`config.mk`:
```
export PLATFORM = sky130hd
export DESIGN_NAME = spram_arbiter
export DESIGN_NICKNAME = d
export VERILOG_FILES = /design/src/rtl/spram_arb_pkg.sv /design/src/rtl/rr_arbiter_2.sv /design/src/rtl/spram_arbiter.sv
export SDC_FILE = /design/constraint.sdc
export NUM_CORES = 1
export LEC_CHECK = 0
export CORE_ASPECT_RATIO = 0.7
export CORE_UTILIZATION = 40
export CTS_CLUSTER_DIAMETER = 50
export CTS_CLUSTER_SIZE = 24
export DETAILED_ROUTE_END_ITERATION = 16
export HOLD_SLACK_MARGIN = 0.02
export PLACE_DENSITY = 0.85
export SYNTH_ARGS = -nofsm -noshare
export SYNTH_HDL_FRONTEND = slang
export SYNTH_SLANG_ARGS = --single-unit
```
`constraint.sdc`:
```
create_clock -name clk -period 3.4 [get_ports clk]
set_input_delay 0.51 -clock clk [delete_from_list [all_inputs] [get_ports clk]]
set_output_delay 0.51 -clock clk [all_outputs]
set_load 0.1 [all_outputs]
```
`src/rtl/spram_arb_pkg.sv`:
```
// rtl/spram_arb_pkg.sv - shared types and reset constants for the single-port RAM arbiter
package spram_arb_pkg;

   localparam int NUM_PORTS = 2;

   typedef logic [0:0] port_idx_t;

   // Port 1 counts as last granted after reset, so port 0 wins the first contention
   localparam port_idx_t LAST_GRANT_RESET = 1'b1;

   function automatic logic [NUM_PORTS-1:0] idx_to_onehot(input port_idx_t idx);
      logic [NUM_PORTS-1:0] oh;
      oh = '0;
      oh[idx] = 1'b1;
      return oh;
   endfunction

endpackage

```
`src/rtl/rr_arbiter_2.sv`:
```
// rtl/rr_arbiter_2.sv - two-way round-robin grant logic with the last_grant pointer
module rr_arbiter_2
   import spram_arb_pkg::*;
(
   input  logic                 clk,
   input  logic                 reset,
   input  logic [NUM_PORTS-1:0] req,
   input  logic                 accept,
   output logic [NUM_PORTS-1:0] grant,
   output port_idx_t            grant_idx
);

   port_idx_t last_grant;

   always_comb begin
      grant_idx = ~last_grant;
      grant     = '0;
      if (!reset) begin
         case (req)
            2'b01:   grant_idx = 1'b0;
            2'b10:   grant_idx = 1'b1;
            default: grant_idx = ~last_grant;
         endcase
         if (|req) grant = idx_to_onehot(grant_idx);
      end
   end

   // Pointer only moves on an accepted request; idle cycles keep the priority
   always_ff @(posedge clk) begin
      if (reset) begin
         last_grant <= LAST_GRANT_RESET;
      end else if (accept) begin
         last_grant <= grant_idx;
      end
   end

endmodule

```
`src/rtl/spram_arbiter.sv`:
```
// rtl/spram_arbiter.sv - two-requester arbiter for a single-port RAM; SPRAM_ARB_WRITE_ACK_EN adds write responses
module spram_arbiter
   import spram_arb_pkg::*;
#(
   parameter int DATAWIDTH    = 8,
   parameter int DATADEPTH    = 1024,
   parameter int ADDRESSWIDTH = $clog2(DATADEPTH)
) (
   input  logic                                  clk,
   input  logic                                  reset,
   input  logic [NUM_PORTS-1:0]                  req_valid,
   output logic [NUM_PORTS-1:0]                  req_ready,
   input  logic [NUM_PORTS-1:0]                  req_write,
   input  logic [NUM_PORTS-1:0][ADDRESSWIDTH-1:0] req_addr,
   input  logic [NUM_PORTS-1:0][DATAWIDTH-1:0]    req_wdata,
   output logic [NUM_PORTS-1:0]                  rsp_valid,
   output logic [DATAWIDTH-1:0]                  rsp_rdata,
   output logic                                  mem_write_en,
   output logic [ADDRESSWIDTH-1:0]               mem_address,
   output logic [DATAWIDTH-1:0]                  mem_data_in,
   input  logic [DATAWIDTH-1:0]                  mem_data_out
);

   logic [NUM_PORTS-1:0]    grant;
   port_idx_t               grant_idx;
   logic                    accept;
   logic                    rsp_fire;
   logic [ADDRESSWIDTH-1:0] addr_hold;
   logic                    rsp_pending;
   port_idx_t               rsp_owner;
   logic [DATAWIDTH-1:0]    rdata_hold;

   rr_arbiter_2 u_rr (
      .clk       (clk),
      .reset     (reset),
      .req       (req_valid),
      .accept    (accept),
      .grant     (grant),
      .grant_idx (grant_idx)
   );

   assign req_ready = grant;
   assign accept    = |(req_valid & grant);

   // Address falls back to the hold register so the RAM output stays stable while idle
   assign mem_address  = accept ? req_addr[grant_idx] : addr_hold;
   assign mem_data_in  = req_wdata[grant_idx];
   assign mem_write_en = accept & req_write[grant_idx];

`ifdef SPRAM_ARB_WRITE_ACK_EN
   assign rsp_fire = accept;
`else
   assign rsp_fire = accept & ~req_write[grant_idx];
`endif

   always_ff @(posedge clk) begin
      if (reset) begin
         addr_hold   <= '0;
         rsp_pending <= 1'b0;
         rsp_owner   <= '0;
         rdata_hold  <= '0;
      end else begin
         if (accept) addr_hold <= req_addr[grant_idx];
         rsp_pending <= rsp_fire;
         if (rsp_fire) rsp_owner <= grant_idx;
         if (|rsp_valid) rdata_hold <= mem_data_out;
      end
   end

   // A response due in a reset cycle is dropped rather than delivered
   assign rsp_valid = (rsp_pending && !reset) ? idx_to_onehot(rsp_owner) : '0;
   assign rsp_rdata = (|rsp_valid) ? mem_data_out : rdata_hold;

endmodule

```
# After elaboration in Yosys (flattened, before gate mapping)
# Index checks and enable logic that the tools add are counted.
[word_totals]
ff_bits = 21
input_bits = 50
elab_cells = 42
output_inout_bits = 31
[op_classes]
n_eq_ne = 2
n_bitwise = 5
n_reduce_logical = 7
n_lt_le_gt_ge = 5
muxes = 18
[op_table]
columns = ["op", "n"]
rows = [
  ["two-way mux 10 bit", 3],
  ["two-way mux 8 bit", 3],
  ["< comparator 1 x 2 -> 1 bit (second input constant)", 3],
  ["two-way mux 1 bit", 6],
  ["two-way mux 2 bit", 3],
  ["OR reduction 2 bit", 3],
  ["logical AND 1 bit", 3],
  ["AND 1 bit", 2],
  ["AND 2 bit", 1],
  ["demux 1 bit (select 1 bit)", 2],
  ["equality test 2 x 1 -> 1 bit (second input constant)", 1],
  ["equality test 2 bit (second input constant)", 1],
  [">= comparator 1 bit (second input constant)", 2],
  ["inverter 1 bit", 2],
  ["case mux 1 bit (2 select lines)", 1],
  ["logical NOT 1 bit", 1],
]

# Depth between registers and ports, before layout
# Gate-level depths: netlist of the first run.
[depth]
word_depth = 12
depth_mapped = 7
depth_no_buf = 6

# Hierarchy
# From an unflattened synthesis of the first run, not the netlist that was laid out.
[hier_totals]
hier_cells = 132
area_unflattened_um2 = 1352.5
[by_module_without_submodules]
columns = ["mod", "seq_area_each_um2", "instances", "area_each_um2", "cells_per_inst"]
rows = [
  ["spram_arbiter", 400.4, 1, 1217.4, 115],
  ["rr_arbiter_2", 20.0, 1, 135.1, 17],
]

# Worst setup path after synthesis of the first run
# OpenSTA, ideal clock, no wires.
[synth_timing]
path_kind = "input port to output port"
startpoint = "input port req_valid[0]"
endpoint = "output port mem_address[8]"
n_path_buf = 1
path_stages = 7
slack_ns = -0.488
required_time_ns = 2.890
arrival_ns = 3.378
path_cell_list = "inv_1 > ha_1 > or2_1 > a211oi_2 > buf_4 > nor3_1 > a31oi_1"
[synth_between]
elab_chain_cells = 12
word_cells_on_any_way = 18
[synth_lines]
columns = ["item", "line_no", "source"]
rows = [
  ["start: declaration", "spram_arbiter.sv:11", "input logic [NUM_PORTS-1:0] req_valid,"],
  ["equality test 2 bit / equality test 2 x 1 -> 1 bit (equally long branches)", "rr_arbiter_2.sv:19", "case (req)"],
  ["case mux 1 bit (2 select lines)", "rr_arbiter_2.sv:19", ""],
  ["two-way mux 1 bit", "rr_arbiter_2.sv:18", "if (!reset) begin"],
  ["< comparator 1 x 2 -> 1 bit (implied by the code) / >= comparator 1 bit (equally long branches)", "spram_arb_pkg.sv:14", "oh[idx] = 1'b1;"],
  ["logical AND 1 bit (implied by the code)", "spram_arb_pkg.sv:14", ""],
  ["two-way mux 1 bit (implied by the code)", "spram_arb_pkg.sv:14", ""],
  ["demux 1 bit (select 1 bit)", "n/a", ""],
  ["two-way mux 2 bit", "rr_arbiter_2.sv:24", "if (|req) grant = idx_to_onehot(grant_idx);"],
  ["two-way mux 2 bit", "rr_arbiter_2.sv:18", ""],
  ["AND 2 bit", "spram_arbiter.sv:43", "assign accept = |(req_valid & grant);"],
  ["OR reduction 2 bit", "spram_arbiter.sv:43", ""],
  ["two-way mux 10 bit (*)", "n/a", ""],
  ["end: declaration", "spram_arbiter.sv:19", "output logic [ADDRESSWIDTH-1:0] mem_address,"],
]
# Every way passes the cells marked *; elsewhere a longest branch is shown, timed or not. The select of a mux whose other input is x is not followed.

# Worst setup path after layout of the first run
[layout_timing]
startpoint = "input port req_valid[1]"
endpoint = "output port mem_address[3]"
# The elaborated chain is that of the path after synthesis.

==> metrics.txt, run 1 <==
run status=finished, violations left; failing checks=design-rule violations; WP data required=2.89 ns; Post-synth EDFFs=0; syn nets=215; Clock Power Share=15.0%; first-pass GRT wire length=6420 microns; ANT cells=0; cts hold-fix bufs=0; Hold Path Class=reg -> reg; ys async rst share=0%; Die Height=50.3 microns; final setup violation count=0; maximum vdd ir drop=261 uV; ys flop type=dfxtp_1; Seq cells post-synth=21; vias in the first global route=1468; crit path kind=in -> out; CP peak stage delay=0.51 ns; iteration-0 DRC count of the detailed router=45; die footprint=3570 sq um; htree depth=1; final hold viol count=0; Tcrit/Tclk final=97.0%; Worst setup SP type=input port; All-Layer GR Usage=22.9%; Setup Total Neg Slack=0 ns; ANT nets after route=0; CTS sink count=21; switching pwr=547 uW; CP max-delay cell=clkdlybuf4s50_1; max-cap viol count=0; total core area=3170 sq um; Tightest Pin Transition=0.501 ns; Wirelength per Cell=14.3 microns; Rows=17; largest net degree at the start of global routing=24; initial antenna violation count=0; Routed WL=4030 microns; Syn Area/Cell=8.22 sq um; final core utilization=82.9%; # port buffers=80; gpl congestion=0.761; Slew headroom=66.6%; die width=71.0 microns; Synth Warn #=0; Worst setup EP type=output port; Worst-Skew Late Latency=0.27 ns; layout cell share with drive strength beyond 1=30.7%; Post-CTS Setup Bufs=0; Clock transition at path regs=0.08 ns; Comb power frac=61.7%; sw frac=46.9%; fin cells=282; Num CTS Buffers=3; Pleak=0.00104 uW; drt drc=8; final slew viol count=0; clk root buf=clkbuf_8; DRT Pass-1 Iters=10; Final HPWL DP=3030 microns; CTS tree=done; Seq/Total Area, Yosys=31.6%; GR Overflow Total=0; vias per cell=5.32; fmax=303 MHz; Int Power=619 uW; Final WS setup=0.101 ns; post-route minimum period=3.30 ns; Cells after DPL=277; skew final=0.00150 ns; PwrDens=444 nW/um^2; pre-CTS WS=-0.0697 ns; synthesized instance count=162; Seq pwr share=23.3%; crit path DAT=2.79 ns; fin nets=298; Synth Cell Area=1330 sq um; Via Count=1500; initial core utilization=42.0%; number of I/O pins=81; crit path max fanout=14; crit-path cells=clkdlybuf4s50_1 > inv_1 > ha_2 > nor2_1 > a2111oi_4 > buf_4 > nor3_1 > a31oi_2 > buf_12; CTS Buffer Depth=2; area grow syn2layout=97.5%; Unique masters post-synth=31
-- routing by layer --
layer  up-vias  wire length, microns  track usage, %
met3         6                   339            7.43
met1       693                  1700            27.1
met2        63                  1940            40.2
met4         0                    46            6.00
met5         -                     0               0
li1        738                     -               -
-- state kept, by name (all words and copies together) (netlist names) --
signal / flops
u_rr.last_grant: 1
addr_hold: 10
rsp_pending: 1
rsp_owner: 1
rdata_hold: 8
-- layout by cell type, fill, tap and decap left out, types with 6 or more instances in the layout --
cell type,synthesis,final
clkdlybuf4s50_1,0,49
buf_4,2,6
nand2_1,43,43
nor2_1,14,13
nor3_1,11,11
mux2_2,8,8
dfxtp_1,21,21
mux2i_1,10,10
a31oi_2,0,9
buf_12,0,32
-- Yosys cell counts, drive strengths merged (2+ instances only) --
library cell,instances,area share [%]
nand2,43,12
dfxtp,21,32
nor2,14,3.9
nor3,11,4.1
mux2i,10,7.5
a311oi,9,8.3
a31oi,9,4.2
mux2,8,6.8
buf,7,3.9
a21oi,4,1.8
clkbuf,4,1.1
a211oi,3,2.1
ha,3,2.8
inv,3,0.85
or2,3,1.6
nand2b,2,0.94
-- cell type report --
cell class / count / area [sq um]
inverter: 3 / 11.3
timing repair buffer: 88 / 1190
multi-input combinational: 128 / 913
fill: 193 / 541
clock inverter: 1 / 7.51
sequential: 21 / 420
tap: 38 / 47.5
clock buffer: 3 / 41.3
-- worst paths after layout --
kind	start	slack (ns)	to	depth (start not counted)
max	req_valid[1]	0.10	mem_address[3]	9
min	rdata_hold[3]	0.50	rdata_hold[3]	2
max reg2reg	u_rr.last_grant	1.78	addr_hold[9]	5
min reg2reg	rdata_hold[3]	0.50	rdata_hold[3]	2
-- power by group through the flow --
stage / logic, uW / clock network, uW / registers [uW]
floorplan: 443 / 0 / 273
global placement: 710 / 0 / 277
detailed placement: 716 / 0 / 278
CTS: 719 / 176 / 272
global route: 750 / 186 / 274
finish: 720 / 174 / 272
-- worst max-delay path: cells and delay by family --
| kind | cells | cell delay, ns |
|---|---|---|
| buf+inv | 4 | 1.09 |
| compound gates | 2 | 0.56 |
| fa+ha+maj | 1 | 0.41 |
| simple gates | 2 | 0.20 |
-- cells by family (layout without fill, tap and decap cells) --
group	after synthesis	after routing	synth area share, %
AND/OR/NAND/NOR	75	76	23.8
flip-flops	21	21	31.6
multiplexers	18	18	14.3
adder cells (fa/ha/maj)	3	3	2.82
AO/OA/AOI/OAI	31	31	21.6
buffers and inverters	14	95	5.92
-- what timing repair did --
| item | 4_1_cts | 5_1_grt |
|---|---|---|
| gates resized for setup | 1 | 3 |
| pin swaps | 0 | 1 |
| endpoints found under the setup margin | 9 | 2 |
| cloned | 0 | 1 |
-- through the flow --
stage	area [sq um]	power, uW	hold WS, ns
2_1_floorplan	1390	716	0.454
3_3_place_gp	2560	987	0.469
3_5_place_dp	2560	994	0.481
4_1_cts	2610	1170	0.501
5_1_grt	2630	1210	0.532
6_report	2630	1170	0.499
Note: power is estimated with default switching activity, not from simulation.
==> run 2: changes to the inputs <==
CORE_UTILIZATION = 37   (was 40)
PLACE_DENSITY = 0.79   (was 0.85)
SLEW_MARGIN = 20   (was unset)
clock period = 3.75 ns   (was 3.4 ns; I/O delays follow)
==> metrics.txt, run 2 (synthesized netlist as in run 1, its figures left out) <==
gpl congestion=0.761 (about the same); crit-path cells=clkdlybuf4s50_1 > inv_1 > ha_1 > or2_1 > a211oi_2 > or2_2 > a31oi_2 > buf_12; Int Power=553 uW (-11%); WP data required=3.19 ns (+0.30 ns); run status=complete, no violations; post-route minimum period=3.59 ns; Worst Path Buf+Inv=3 (-1); max-cap viol count=0 (unchanged); final core utilization=78.7% (-4.2 points); Resized cells post-CTS=0 (-1); DRT Pass-1 Iters=4 (-6); Tcrit/Tclk final=95.8%; most common cell after layout, fill and taps aside=clkdlybuf4s50_1; total core area=3300 sq um (+4.0%); unrepaired setup endpoints after global routing=false; vias in the first global route=1319 (-10%); Routed WL=3950 microns (-1.9%); Worst setup SP type=input port; ANT cells=0 (unchanged); Worst setup EP type=output port; Post-CTS Setup Bufs=0 (unchanged); Clock transition at path regs=0.08 ns (about the same); Tightest Pin Transition=0.567 ns (+0.0662 ns); Comb power frac=61.5% (-0.2 points); Most flops, register=addr_hold; maximum vdd ir drop=257 uV (-1.5%); htree depth=1 (unchanged); final slew viol count=0 (unchanged); CP max-delay cell=or2_2; Via Count=1477 (-1.5%); fmax=278 MHz; Final HPWL DP=3090 microns (+2.1%); Wirelength per Cell=13.7 microns (-4.3%); family with the most delay on the worst path=simple AND/OR/NAND/NOR gates; area grow syn2layout=94.9%; vias per cell=5.11 (-3.9%); Largest regs=addr_hold x10, rdata_hold x8; CTS Buffer Depth=2 (unchanged); sw frac=46.9% (+0.059 points); switching pwr=490 uW (-10%); number of I/O pins=81 (unchanged); die width=73.7 microns (+3.9%); CTS sink count=21 (unchanged); GR Overflow Total=0 (unchanged); layout cell share with drive strength beyond 1=29.3% (-1.4 points); drt drc=0 (-8); cts hold-fix bufs=0 (unchanged); Setup Total Neg Slack=0 ns (unchanged); iteration-0 DRC count of the detailed router=41 (-8.9%); Slew headroom=62.2% (-4.4 points); Num CTS Buffers=3 (unchanged); ANT nets after route=0 (unchanged); PwrDens=402 nW/um^2 (-9.3%); first-pass GRT wire length=6000 microns (-6.6%); final hold viol count=0 (unchanged); skew final=0.00268 ns (+0.00118 ns); # port buffers=80 (unchanged); CP peak stage delay=0.51 ns (about the same); crit path kind=in -> out; Hold Path Class=reg -> reg; Pleak=0.00103 uW (-1.3%); Clock Power Share=14.9% (about the same); most frequent cells in the layout=49 x clkdlybuf4s50_1, 43 x nand2_1, 31 x buf_12, 21 x dfxtp_1, 14 x nor2_1; largest net degree at the start of global routing=23 (-4.2%); initial core utilization=40.4% (-1.6 points); All-Layer GR Usage=20.7% (-2.2 points); Worst-Skew Late Latency=0.27 ns (about the same); die footprint=3850 sq um (+7.8%); Die Height=52.2 microns (+3.8%); crit path max fanout=22 (+8); fin nets=296 (-0.67%); Rows=17 (unchanged); CTS tree=done; Seq pwr share=23.6% (+0.3 points); Largest register FFs=10 (unchanged); crit path DAT=3.03 ns (+0.24 ns); clk root buf=clkbuf_8; initial antenna violation count=0 (unchanged); final setup violation count=0 (unchanged)
## run 2: final cells by class
type                       instances  area (sq um)
timing repair buffer              87          1160
multi-input combinational        127           892
fill                             225           702
sequential                        21           420
tap                               47          58.8
clock buffer                       3          41.3
inverter                           3          11.3
clock inverter                     1          7.51
## run 2: worst reg2reg max path, cell delays in order, from the launching register on
cell	delay [ns]
dfxtp_1	0.36
or2_1	0.28
a211oi_2	0.24
or2_2	0.51
a311oi_1	0.19
## run 2: power by group through the flow
stage | sequential (uW) | clock [uW] | combinational (uW)
detailed placement | 251 | 0 | 642
CTS | 246 | 158 | 644
global placement | 251 | 0 | 637
finish | 246 | 156 | 641
floorplan | 247 | 0 | 401
global route | 248 | 169 | 665
## run 2: final timing paths
check / slack (ns) / end / cells after the start / from
max: 0.16 / mem_address[2] / 8 / req_valid[0]
min: 0.50 / rdata_hold[1] / 2 / rdata_hold[1]
max reg2reg: 2.02 / addr_hold[9] / 4 / u_rr.last_grant
min reg2reg: 0.50 / rdata_hold[1] / 2 / rdata_hold[1]
## run 2: per-stage QoR
stage,total power (uW),std cells,hold WS (ns),worst slack [ns],area (sq um)
after detailed placement,894,285,0.482,0.173,2550
after global routing,1080,289,0.533,0.0125,2590
after global placement,888,285,0.469,0.225,2550
final,1040,289,0.496,0.158,2590
after floorplan,649,162,0.454,-0.192,1390
after CTS,1050,289,0.501,0.168,2590
## run 2: routing by layer
metal | wire, microns | global-route usage [%] | vias to the layer above
li1 | - | - | 732
met1 | 1780 | 24.8 | 680
met2 | 1780 | 37.2 | 61
met3 | 360 | 5.77 | 4
met4 | 28 | 3.85 | 0
met5 | 0 | 0 | -
==> run 3: changes to the inputs <==
CORE_UTILIZATION = 55   (was 37)
DONT_BUFFER_PORTS = 1   (was unset)
PLACE_DENSITY = 0.69   (was 0.79)
==> metrics.txt, run 3 (synthesized netlist as in run 1, its figures left out) <==
run status=complete, no violations; Final HPWL DP=2560 microns (-17%); CP peak stage delay=0.49 ns (-0.02 ns); number of I/O pins=81 (unchanged); Post-CTS Setup Bufs=0 (unchanged); crit path kind=in -> out; Via Count=1273 (-14%); Die Height=43.2 microns (-17%); Rows=14 (-3); CP max-delay cell=ha_1; Wirelength per Cell=15.9 microns (+16%); # port buffers=0 (-100%); All-Layer GR Usage=27.7% (+7.0 points); fin cells=214 (-26%); CTS sink count=21 (unchanged); cts hold-fix bufs=0 (unchanged); Most flops, register=addr_hold; die footprint=2620 sq um (-32%); Worst-Skew Late Latency=0.32 ns (+0.05 ns); initial antenna violation count=0 (unchanged); Resized cells post-CTS=0 (unchanged); unrepaired setup endpoints after global routing=false; ANT cells=0 (unchanged); Comb power frac=58.6% (-2.9 points); final slew viol count=0 (unchanged); max-cap viol count=0 (unchanged); most common cell after layout, fill and taps aside=nand2_1; Cells after DPL=210 (-26%); Setup Total Neg Slack=0 ns (unchanged); Clock Power Share=13.2% (-1.7 points); DRT Pass-1 Iters=4 (unchanged); layout cell share with drive strength beyond 1=35.7% (+6.4 points); Hold Path Class=in -> reg; htree depth=1 (unchanged); final setup violation count=0 (unchanged); WP data required=3.19 ns (about the same); CTS Buffer Depth=2 (unchanged); crit-path cells=inv_1 > ha_1 > nor3b_1 > a21o_1 > nand2_1 > a31oi_2 > buf_12; Pleak=0.000692 uW (-32%); largest net degree at the start of global routing=25 (+8.7%); FF-to-FF setup slack=2.02 ns (about the same); maximum vdd ir drop=310 uV (+21%); Routed WL=3390 microns (-14%); Largest regs=addr_hold x10, rdata_hold x8; Slew headroom=62.9% (+0.65 points); worst hold start=reset; vias in the first global route=1254 (-4.9%); iteration-0 DRC count of the detailed router=72 (+76%); clk root buf=clkbuf_4; Largest register FFs=10 (unchanged); r2r startpoint=u_rr.last_grant; die width=60.8 microns (-17%); total core area=2220 sq um (-33%); Worst setup EP type=output port; Worst setup SP type=input port; crit path DAT=2.66 ns (-0.37 ns); Hold Worst Slack=0.297 ns (-0.199 ns); post-route minimum period=3.22 ns (-0.374 ns); Clock transition at path regs=0.12 ns (+0.04 ns); Tcrit/Tclk final=85.8% (-10 points); Worst R2R Path Depth=4 (unchanged); switching pwr=460 uW (-6.1%); most frequent cells in the layout=43 x nand2_1, 21 x dfxtp_1, 18 x buf_4, 11 x nor2_1, 11 x nor3_1; gpl congestion=0.720 (-5.4%); drt drc=0 (unchanged); sw frac=52.7% (+5.7 points); Seq pwr share=28.2% (+4.6 points); Hold Path End=addr_hold[1]; area grow syn2layout=30.2%; vias per cell=5.95 (+16%); skew final=0.00509 ns (+0.00240 ns); initial core utilization=59.8% (+19 points); first-pass GRT wire length=5390 microns (-10%); Tightest Pin Transition=0.557 ns (-0.00972 ns); fmax=311 MHz (+12%); Worst Hold Depth=1 (-1); Num CTS Buffers=3 (unchanged); Int Power=413 uW (-25%); ANT nets after route=0 (unchanged); PwrDens=504 nW/um^2 (+25%); CTS tree=done; reg2reg end=addr_hold[3]; final hold viol count=0 (unchanged); crit path max fanout=14 (-36%); GR Overflow Total=0 (unchanged); fin nets=236 (-20%)
[run 3: changes by cell type in the layout (fill, tap and decap cells not counted), sizes merged]
cell | before | now
buf | 38 | 27
clkdlybuf4s50 | 49 | 0
[run 3: worst max-delay path by stage]
| stage | startpoint | endpoint | slack [ns] | depth (start not counted) |
|---|---|---|---|---|
| 2_1_floorplan | req_valid[0] | req_ready[0] | -0.19 | 4 |
| 3_3_place_gp | req_valid[0] | mem_address[4] | 0.64 | 7 |
| 3_5_place_dp | req_valid[0] | mem_address[1] | 0.56 | 7 |
| 4_1_cts | req_valid[0] | mem_address[1] | 0.50 | 7 |
| 5_1_grt | req_valid[0] | mem_address[1] | 0.42 | 7 |
| 6_report | req_valid[0] | mem_address[1] | 0.53 | 7 |
[run 3: per-stage QoR]
step           instance area [sq um]  power, uW  worst slack [ns]  util (%)
2_1_floorplan                   1390        649            -0.192         -
6_report                        1730        873             0.532      77.9
3_3_place_gp                    1700        754             0.643      76.5
5_1_grt                         1730        908             0.421      77.9
4_1_cts                         1730        875             0.502      77.9
3_5_place_dp                    1700        763             0.557      76.5
[run 3: power by group through the flow]
stage	clock (uW)	sequential, uW	combinational, uW
floorplan	0	247	401
global route	129	248	532
CTS	116	246	513
global placement	0	251	504
detailed placement	0	251	511
finish	115	247	511
[run 3: layout make-up]
| type | instances | area [sq um] |
|---|---|---|
| Multi-Input combinational cell | 127 | 916 |
| Fill cell | 167 | 492 |
| Sequential cell | 21 | 420 |
| Timing Repair Buffer | 27 | 315 |
| Tap cell | 32 | 40.0 |
| Clock buffer | 3 | 22.5 |
| Inverter | 3 | 11.3 |
| Clock inverter | 1 | 7.51 |
[run 3: critical path: cells and delay by family]
family | cells | cell delay (ns)
adder cells (fa/ha/maj) | 1 | 0.49
buffers and inverters | 2 | 0.29
AO/OA/AOI/OAI | 2 | 0.75
AND/OR/NAND/NOR | 2 | 0.56
[run 3: metal layers]
layer | part of all wire, % | vias to the layer above | GRT usage (%)
met5 | 0 | - | 0
met4 | 0.44 | 0 | 3.64
met3 | 6.6 | 4 | 7.01
met2 | 52 | 52 | 52.7
met1 | 41 | 603 | 31.2
li1 | - | 614 | -
